--- config.mk ---
export PLATFORM = sky130hd
export DESIGN_NAME = fp_round_pack_stage
export DESIGN_NICKNAME = d
export VERILOG_FILES = /design/src/rtl/fp_round_pack_stage.sv
export SDC_FILE = /design/constraint.sdc
export NUM_CORES = 1
export LEC_CHECK = 0
export CAP_MARGIN = 40
export CORE_ASPECT_RATIO = 1.75
export CORE_MARGIN = 2
export CORE_UTILIZATION = 47
export DETAILED_ROUTE_END_ITERATION = 10
export HOLD_SLACK_MARGIN = 0.05
export PLACE_DENSITY = 0.87
export SLEW_MARGIN = 5
export SYNTH_ARGS = -nofsm -noshare
export SYNTH_HDL_FRONTEND = slang
export SYNTH_SLANG_ARGS = --single-unit
--- constraint.sdc ---
create_clock -name Clk -period 2.5 [get_ports Clk]
set_input_delay 0.5 -clock Clk [delete_from_list [all_inputs] [get_ports Clk]]
set_output_delay 0.5 -clock Clk [all_outputs]
set_load 0.01 [all_outputs]
--- src/rtl/fp_round_pack_stage.sv ---
// Add_Sub stage 5: rounding increment, carry renormalization, second exponent update, IEEE-754 pack.
// Optional STICKY_FLAGS_EN adds FlagClear/StickyOverflow for an overflow flag held across transfers.
module fp_round_pack_stage #(
    parameter int DataSize     = 32,
    parameter int FractionSize = 23,
    parameter int MantissaSize = FractionSize + 1,
    parameter int ExponentSize = 8
) (
    input  logic                    Clk,
    input  logic                    ResetN,
    input  logic                    InValid,
    output logic                    InReady,
    input  logic                    Sign,
    input  logic [MantissaSize-1:0] TobeRounded,
    input  logic                    Round,
    input  logic [ExponentSize-1:0] ExponentAdderResult1,
    input  logic                    EffExponentAdderCarry1,
    input  logic                    SpecialIn,
    input  logic [DataSize-1:0]     SpecialResult,
    output logic                    OutValid,
    input  logic                    OutReady,
    output logic [DataSize-1:0]     Result,
    output logic                    Overflow,
    output logic                    Zero
`ifdef STICKY_FLAGS_EN
    ,
    input  logic                    FlagClear,
    output logic                    StickyOverflow
`endif
);

    logic                    out_valid_q, out_valid_d;
    logic [DataSize-1:0]     result_q, result_d;
    logic                    overflow_q, overflow_d;
    logic                    zero_q, zero_d;

    logic                    accept;
    logic [MantissaSize:0]   rnd_sum;
    logic [MantissaSize-1:0] mant;
    logic                    exp_inc;
    logic [ExponentSize:0]   exp2;
    logic                    ovf;
    logic [DataSize-1:0]     result_nxt;
    logic                    overflow_nxt, zero_nxt;

    assign InReady = ~out_valid_q | OutReady;
    assign accept  = InValid & InReady;

    always_comb begin
        rnd_sum = {1'b0, TobeRounded} + {{MantissaSize{1'b0}}, Round};
        exp_inc = rnd_sum[MantissaSize];
        // A rounding carry only happens from all-ones, so the shifted value is exactly 1.000..0.
        mant    = exp_inc ? rnd_sum[MantissaSize:1] : rnd_sum[MantissaSize-1:0];
        exp2    = {1'b0, ExponentAdderResult1} + {{ExponentSize{1'b0}}, exp_inc};
        ovf     = EffExponentAdderCarry1 | exp2[ExponentSize] | (&exp2[ExponentSize-1:0]);

        result_nxt   = {Sign, exp2[ExponentSize-1:0], mant[FractionSize-1:0]};
        overflow_nxt = 1'b0;
        zero_nxt     = 1'b0;
        if (SpecialIn) begin
            result_nxt = SpecialResult;
        end else if ((TobeRounded == '0) && !Round) begin
            result_nxt = '0;
            zero_nxt   = 1'b1;
        end else if (ovf) begin
            result_nxt   = {Sign, {ExponentSize{1'b1}}, {FractionSize{1'b0}}};
            overflow_nxt = 1'b1;
        end
    end

    always_comb begin
        out_valid_d = out_valid_q;
        result_d    = result_q;
        overflow_d  = overflow_q;
        zero_d      = zero_q;
        if (accept) begin
            out_valid_d = 1'b1;
            result_d    = result_nxt;
            overflow_d  = overflow_nxt;
            zero_d      = zero_nxt;
        end else if (OutReady) begin
            out_valid_d = 1'b0;
        end
    end

    always_ff @(posedge Clk or negedge ResetN) begin
        if (!ResetN) begin
            out_valid_q <= 1'b0;
            result_q    <= '0;
            overflow_q  <= 1'b0;
            zero_q      <= 1'b0;
        end else begin
            out_valid_q <= out_valid_d;
            result_q    <= result_d;
            overflow_q  <= overflow_d;
            zero_q      <= zero_d;
        end
    end

    assign OutValid = out_valid_q;
    assign Result   = result_q;
    assign Overflow = overflow_q;
    assign Zero     = zero_q;

`ifdef STICKY_FLAGS_EN
    logic sticky_q, sticky_d;

    always_comb begin
        sticky_d = sticky_q;
        if (FlagClear)
            sticky_d = 1'b0;
        else if (out_valid_q && OutReady && overflow_q)
            sticky_d = 1'b1;
    end

    always_ff @(posedge Clk or negedge ResetN) begin
        if (!ResetN) sticky_q <= 1'b0;
        else         sticky_q <= sticky_d;
    end

    assign StickyOverflow = sticky_q;
`endif

endmodule

# Word level (Yosys, flattened, before mapping)
# Index checks and enable logic that the tools add are counted.
[word_totals]
out_inout_bits = 36
regBits = 35
elab_cells = 27
input_bits = 72
[op_classes]
reduce_logical = 5
muxes = 11
n_bitwise = 5
addsub = 2
[ops]
columns = ["cell", "count"]
rows = [
  ["two-way mux 32 bit", 2],
  ["two-way mux 31 bit", 1],
  ["adder 24 x 1 -> 25 bit", 1],
  ["logical NOT 24 bit", 1],
  ["two-way mux 23 bit", 1],
  ["adder 8 x 1 -> 9 bit", 1],
  ["AND reduction 8 bit", 1],
  ["two-way mux 1 bit", 7],
  ["bitwise OR 1 bit", 3],
  ["nonzero test 2 bit", 1],
  ["AND 1 bit", 1],
  ["logical AND 1 bit", 1],
  ["logical NOT 1 bit", 1],
  ["NOT 1 bit", 1],
]

# Logic depth before layout (Yosys ltp)
# Gate-level depths: netlist (run 1).
[depth]
depth_word = 7
mapped_depth = 16
depth_no_buf = 12

# Worst setup path after synthesis (run 1)
# No wires, ideal clock.
[synth_path]
path_type = "input -> register"
from = "in TobeRounded[0]"
to = "reg result_q[22] (netlist: Result[22])"
t_arrival_ps = 3442
slack_ps = -1034
setup_time_ps = 92
required_time_ps = 2408
cell_stages = 16
n_path_buf = 4
path_cell_list = "ha_1 > ha_1 > nand3_2 > nor4_2 > buf_2 > nand2_1 > inv_1 > ha_1 > and4_1 > buf_2 > a31o_2 > buf_6 > a2111oi_4 > buf_4 > nand2_1 > o31ai_2"
[synth_between]
elab_chain_len = 7
word_cells_on_any_way = 11
[synth_lines]
columns = ["element", "line_no", "source"]
rows = [
  ["start: declaration", "14", "input logic [MantissaSize-1:0] TobeRounded,"],
  ["adder 24 x 1 -> 25 bit", "50", "rnd_sum = {1'b0, TobeRounded} + {{MantissaSize{1'b0}}, Round};"],
  ["adder 8 x 1 -> 9 bit", "54", "exp2 = {1'b0, ExponentAdderResult1} + {{ExponentSize{1'b0}}, exp_inc};"],
  ["AND reduction 8 bit or bitwise OR 1 bit (tied branches)", "55", "ovf = EffExponentAdderCarry1 | exp2[ExponentSize] | (&exp2[ExponentSize-1:0]);"],
  ["bitwise OR 1 bit", "55", ""],
  ["two-way mux 31 bit", "65", "end else if (ovf) begin"],
  ["two-way mux 32 bit (*)", "62", "end else if ((TobeRounded == '0) && !Round) begin"],
  ["two-way mux 32 bit (*)", "60", "if (SpecialIn) begin"],
  ["end signal: assignment", "94", "result_q <= result_d;"],
  ["end: declaration", "33", "logic [DataSize-1:0] result_q, result_d;"],
]
# Every way passes the cells marked *; elsewhere a longest branch is shown, timed or not.
# A chain may end at the register's enable or synchronous reset.

# Final worst setup path (run 1)
[layout_path]
from = "in TobeRounded[0]"
to = "reg result_q[0] (netlist: Result[0])"
# Same word-level chain as after synthesis.

==> reports/results.ini, run 1 <==
[pwr]
vdd_drop_max_mv = 0.202
cellLeakagePower_nw = 2.08
power_density_nw_per_um2 = 381

[synthesis]
yosysTopAreaCellShare = 0.333
ys_ff_latch = 35
seq_area_frac_synth = 0.333
postSynth.asyncResetShare = 1.00
synth_edf_count = 0
syn_area_um2 = 2630
ys.flop_type = dfrtp_1
syn_nets = 389
synth_cells = 314
synth_area_leaders = dfrtp_1, and3_1, a21oi_1
yosys_warnings = 0
syn_area_per_cell_um2 = 8.38
synthDistinctLibCells = 54
yosysTopAreaCell = dfrtp_1

[clock_tree]
cts_buffers = 5
root_buffer = clkbuf_8
clockBufferDepth = 2
clk_latency_ps = 290
htreeDepth = 2
clk_pin_slew_ps = 80
cts_tree = done
ctsHoldBuffers = 0
clock_sinks = 35

[placement]
dpl-instance-area_um2 = 4300
dpl.cell_count = 543
hpwl_um = 7630
globalplace.congestion = 1.05
io_buffers = 107

[timing]
max_slew.worst_pin.slew_ps = 689
setup_viol = 26
grt_setup_unrepaired = true
slew_headroom = 0.540
fmax_mhz = 376
min_period_ps = 2660
final-hold-violation-count = 0
fin_crit_sh = 1.06
fin_ws_ps = -159
slew_violations = 0
finalSetupTns_ps = -2760
finalClockSkew_ps = 9.80

[global_routing]
grt_antenna_before_repair = 0
grt_usage = 0.350
grt_pass1_vias = 3460
grt_pass1_wl_um = 16300
grt-ovfl-total = 0
grt_max_degree = 36

[critical_path]
start_kind = input pin
critPathMaxFanout = 6
arrival_ps = 2820
crit_type = input pin to flip-flop
end_kind = flip-flop
cp.required_ps = 2670

[detailed_routing]
post_drt_wl_per_cell_um = 20.2
drt_pass1_iterations = 7
vias = 3529
drt_iter0_drc = 309
vias_per_cell = 6.25
antenna_left = 0
wl_um = 11400
drc = 0

[cells_and_area]
drive_gt1_frac = 0.276
diodes = 0
fillCellCount = 348
layout_common_cells = clkdlybuf4s50_1, buf_4, dfrtp_1
final_area_um2 = 4650
nNetsFinal = 563
area_growth_pct = 76.6
fin_cells = 565
utilization = 0.845
final_common_cell = clkdlybuf4s50_1

[die]
die_w_um = 60.5
core-area_um2 = 5500
fp.dieH_um = 103
initial_core_util = 0.479
row_count = 36
dieArea_um2 = 6230
io_pins = 108

[flow_run]
maxCapViolCount = 0

[outcome]
violations = setup timing
status = finished, violations left

[worst_hold_path]
min_path_type = flip-flop to flip-flop

-- cell families after synthesis --
family	synth area share
adders and majority gates	0.0143
DFF	0.333
AOI/OAI and AO/OA	0.264
and+or+nand+nor	0.287
muxes	0.00381
buffers and inverters	0.0514
xor gates and xnor gates	0.0466
-- state kept, by name (all words and copies together), names as in the netlist --
name and flops:
Result 32, OutValid 1, Overflow 1, Zero 1
-- power breakdown --
part	switching [W]	internal [W]
logic	0.000301	0.000372
clock network	0.000215	0.000191
registers	0.0000505	0.000642
total	0.000566	0.00120
-- metal layers --
| layer | vias to the layer above | share of wire | global-route usage |
|---|---|---|---|
| met3 | 65 | 0.063 | 0.0452 |
| met2 | 252 | 0.53 | 0.610 |
| met1 | 1635 | 0.34 | 0.376 |
| met4 | 0 | 0.067 | 0.247 |
| met5 | - | 0 | 0 |
| li1 | 1577 | - | - |
-- through the flow --
stage                     hold WS [ps]  setup WS, ps  total power, W
after CTS                          494          -142         0.00172
after floorplan                    204          -407        0.000917
after global placement             472          -702         0.00131
after detailed placement           478          -760         0.00133
final                              496          -159         0.00177
after global routing               520          -208         0.00184
-- final timing paths --
path | from | to | cells after the start | slack [ps]
max reg2reg | OutValid | Result[4] | 7 | 750
max | TobeRounded[0] | Result[0] | 15 | -160
max in group asynchronous | ResetN | Result[0] | 2 | 1540
min reg2reg | Result[1] | Result[1] | 2 | 500
min | Result[1] | Result[1] | 2 | 500
min in group asynchronous | ResetN | Result[6] | 2 | 620
-- timing repair --
action                                  4_1_cts  5_1_grt
cloned                                        3        0
setup buffers                                 7        4
endpoints found under the setup margin       32       31
pin swaps                                    35       15
gates resized for setup                      50       21
-- cells in the mapped netlist (7+ instances only) --
| cell | n |
|---|---|
| o21ai_0 | 7 |
| nor2_1 | 12 |
| nor3_1 | 8 |
| a21oi_1 | 31 |
| nand4_1 | 10 |
| and3_1 | 27 |
| o21ai_1 | 16 |
| nand3_1 | 24 |
| nand2_1 | 22 |
| xor2_1 | 8 |
| dfrtp_1 | 35 |
| nor4_1 | 7 |
| clkbuf_1 | 13 |
-- critical path: stages --
cell      delay [ps]
buf_6             80
ha_4             130
ha_4             140
nand3_4           70
nor4_4           270
buf_4            180
nand2_8           50
inv_4             50
ha_4             130
a21o_1           140
nand4_1          240
a311oi_4         300
buf_6            170
o221a_4          270
o31ai_2          100
-- layout make-up --
class,instances,area [µm²],share of cell area
Clock inverter,3,15.0,0.00323
Timing Repair Buffer,187,1680,0.363
Clock buffer,5,68.8,0.0148
Multi-Input combinational cell,253,1880,0.405
Tap cell,76,95.1,0.0205
Sequential cell,35,876,0.189
Inverter,6,25.0,0.00539
Note: power is estimated with default switching activity, not from simulation.
==> run 2, diff against run 1 <==
--- a/config.mk
+++ b/config.mk
@@ -5,7 +5,7 @@
 export SDC_FILE = /design/constraint.sdc
 export NUM_CORES = 1
 export LEC_CHECK = 0
-export CAP_MARGIN = 40
+export CAP_MARGIN = 20
 export CORE_ASPECT_RATIO = 1.75
 export CORE_MARGIN = 2
 export CORE_UTILIZATION = 47
==> results of run 2 <==
The final DEF is identical to that of run 1; final timing and power are the same.
==> run 3, diff against run 2 <==
--- a/config.mk
+++ b/config.mk
@@ -7,7 +7,6 @@
 export LEC_CHECK = 0
 export CAP_MARGIN = 20
 export CORE_ASPECT_RATIO = 1.75
-export CORE_MARGIN = 2
 export CORE_UTILIZATION = 47
 export DETAILED_ROUTE_END_ITERATION = 10
 export HOLD_SLACK_MARGIN = 0.05
==> run 3 against run 2 <==
The flow still finishes with violations (setup timing); first-iteration DRC count is 43% higher; worst setup slack worse by 46 ps; clock power is 8.9% higher; routed wire length is 9.2% higher; sequential power is 1% higher; register-to-register slack worse by 220 ps; via count is 4.7% higher; combinational power is 3.1% higher; maximum frequency is 1.7% lower; largest power group unchanged; global-route usage is 1.1 points higher; sequential share of layout area is 0.10 points lower; clock skew is 8.7 ps higher.
==> reports/results.ini, run 3 (same netlist as run 1, synthesis figures left out) <==
[pwr]
intPower_w = 0.00123  ; +2.4%
switching_share = 0.328  ; +0.00866
seqPwrFrac = 0.382  ; -0.009
combPwrFrac = 0.378  ; -0.002
vdd_drop_max_mv = 0.206  ; +2.3%
power_density_nw_per_um2 = 393  ; +3.2%
p_switching_w = 0.000603  ; +6.6%
cellLeakagePower_nw = 2.06  ; -1.3%
power_frac_clock = 0.240  ; +0.011

[die]
row_count = 35  ; -2.8%
die_w_um = 58.5  ; -3.3%
io_pins = 108  ; unchanged
initial_core_util = 0.492  ; +0.0137
dieArea_um2 = 5910  ; -5.2%
core-area_um2 = 5340  ; -2.8%
fp.dieH_um = 101  ; -1.9%

[worst_hold_path]
hold_start = Result[25]
min_path_type = flip-flop to flip-flop

[placement]
dpl-instance-area_um2 = 4280  ; -0.41%
globalplace.congestion = 0.968  ; -8.1%
hpwl_um = 7220  ; -5.4%
io_buffers = 107  ; unchanged

[timing]
setup_viol = 26  ; unchanged
fin_crit_sh = 1.08  ; +0.0182
slew_violations = 0  ; unchanged
finalClockSkew_ps = 18.5  ; +8.71 ps
fmax_mhz = 370  ; -1.7%
grt_setup_unrepaired = true
fin_ws_ps = -205  ; -45.6 ps
min_period_ps = 2700  ; +45.6 ps
finalSetupTns_ps = -1610  ; +1150 ps
final-hold-violation-count = 0  ; unchanged
slew_headroom = 0.559  ; +0.0191
max_slew.worst_pin.slew_ps = 660  ; -28.6 ps

[clock_tree]
clock_sinks = 35  ; unchanged
ctsHoldBuffers = 0  ; unchanged
clockBufferDepth = 2  ; unchanged
cts_buffers = 5  ; unchanged
clk_latency_ps = 310  ; +20 ps
cts_tree = done
htreeDepth = 2  ; unchanged
clk_pin_slew_ps = 90  ; about the same
root_buffer = clkbuf_8

[cells_and_area]
nNetsFinal = 563  ; unchanged
register_area_um2 = 876  ; unchanged
multi_input_area_um2 = 1910  ; +1.7%
area_growth_pct = 77.6
fillCellCount = 306  ; -12%
largest_register_ffs = 32  ; unchanged
final_area_um2 = 4670  ; +0.54%
layout_common_cells = clkdlybuf4s50_1, buf_4, dfrtp_1
utilization = 0.874  ; +0.0288
drive_gt1_frac = 0.281  ; +0.00466
final_common_cell = clkdlybuf4s50_1
diodes = 0  ; unchanged

[critical_path]
crit_type = input pin to flip-flop
rr_endpoint = Result[12]
start_kind = input pin
cp.required_ps = 2710  ; +40 ps
r2r-start = OutValid
critPathMaxFanout = 8  ; +2
arrival_ps = 2910  ; +90 ps
r2r_slack_ps = 530  ; -220 ps
crit_path_end = Result[12]
end_kind = flip-flop
r2r_cells = 6  ; -1
crit_start = Round

[detailed_routing]
highest_layer = met4
vias_per_cell = 6.58  ; +5.3%
antenna_left = 0  ; unchanged
m1WireLength_um = 4280  ; +9.2%
drt_pass1_iterations = 5  ; -2
drt_iter0_drc = 441  ; +43%
wl_met3_um = 892  ; +24%
wl_um = 12400  ; +9.2%
drc = 0  ; unchanged
post_drt_wl_per_cell_um = 22.1  ; +9.8%
vias = 3696  ; +4.7%
wl_met2_um = 6350  ; +6.0%

[outcome]
violations = setup timing
status = finished, violations left

[global_routing]
grt_usage = 0.361  ; +0.0113
grt-ovfl-total = 0  ; unchanged
grt_antenna_before_repair = 0  ; unchanged
grt_pass1_wl_um = 16200  ; -0.63%
grt_max_degree = 36  ; unchanged
grt_pass1_vias = 3462  ; +0.058%

[flow_run]
maxCapViolCount = 0  ; unchanged

## run 3: cell count changes in the layout (fill, tap and decap cells not counted), sizes merged
cell / previous run / this run
clkbuf: 5 / 6
dlymetal6s2s: 4 / 0
clkinv: 3 / 1
dlygate4sd2: 15 / 19
## run 3: how the worst min path moves through the flow
stage                 endpoint  slack (ps)  cells after the start
global route        Result[25]         530                      1
floorplan             OutValid         200                      0
detailed placement    Overflow         470                      2
CTS                   Overflow         480                      2
finish              Result[25]         500                      1
global placement      Overflow         460                      2
## run 3: cell type report
cell class	count	share of cell area
Inverter	6	0.00536
Clock buffer	6	0.0177
Tap cell	74	0.0198
Clock inverter	1	0.00107
Timing Repair Buffer	187	0.359
Sequential cell	35	0.188
Multi-Input combinational cell	253	0.410
## run 3: layer usage
layer,up-vias,track usage
met2,301,0.642
met3,90,0.0552
li1,1565,-
met1,1740,0.374
met4,0,0.258
met5,-,0
## run 3: per-stage QoR
stage / std cells / total power, W / hold slack [ps] / setup slack (ps)
CTS: 557 / 0.00173 / 482 / -134
floorplan: 314 / 0.000917 / 204 / -407
global placement: 539 / 0.00131 / 464 / -779
finish: 562 / 0.00184 / 496 / -205
detailed placement: 539 / 0.00132 / 467 / -824
global route: 562 / 0.00190 / 527 / -219
## run 3: power by group through the flow
| stage | Clock, W | Combinational (W) | Sequential, W |
|---|---|---|---|
| after floorplan | 0 | 0.000188 | 0.000729 |
| after global placement | 0 | 0.000612 | 0.000693 |
| after detailed placement | 0 | 0.000625 | 0.000698 |
| after CTS | 0.000410 | 0.000632 | 0.000687 |
| after global routing | 0.000459 | 0.000734 | 0.000707 |
| final | 0.000441 | 0.000694 | 0.000702 |
## run 3: worst max-delay path: stages
cell	delay, ps
buf_8	100
ha_4	160
ha_4	160
nand3_4	70
nor4_4	50
buf_4	160
nand2_8	70
inv_4	40
ha_4	150
and4_1	200
a31o_4	270
a2111oi_4	310
buf_6	190
o2111ai_1	190
o21ai_2	290
## run 3: timing repair
| item | CTS | global route |
|---|---|---|
| gates cloned | 3 | 1 |
| setup endpoints to repair | 32 | 31 |
| resized for setup | 56 | 27 |
| pin swaps | 37 | 9 |
| buffers inserted | 8 | 4 |
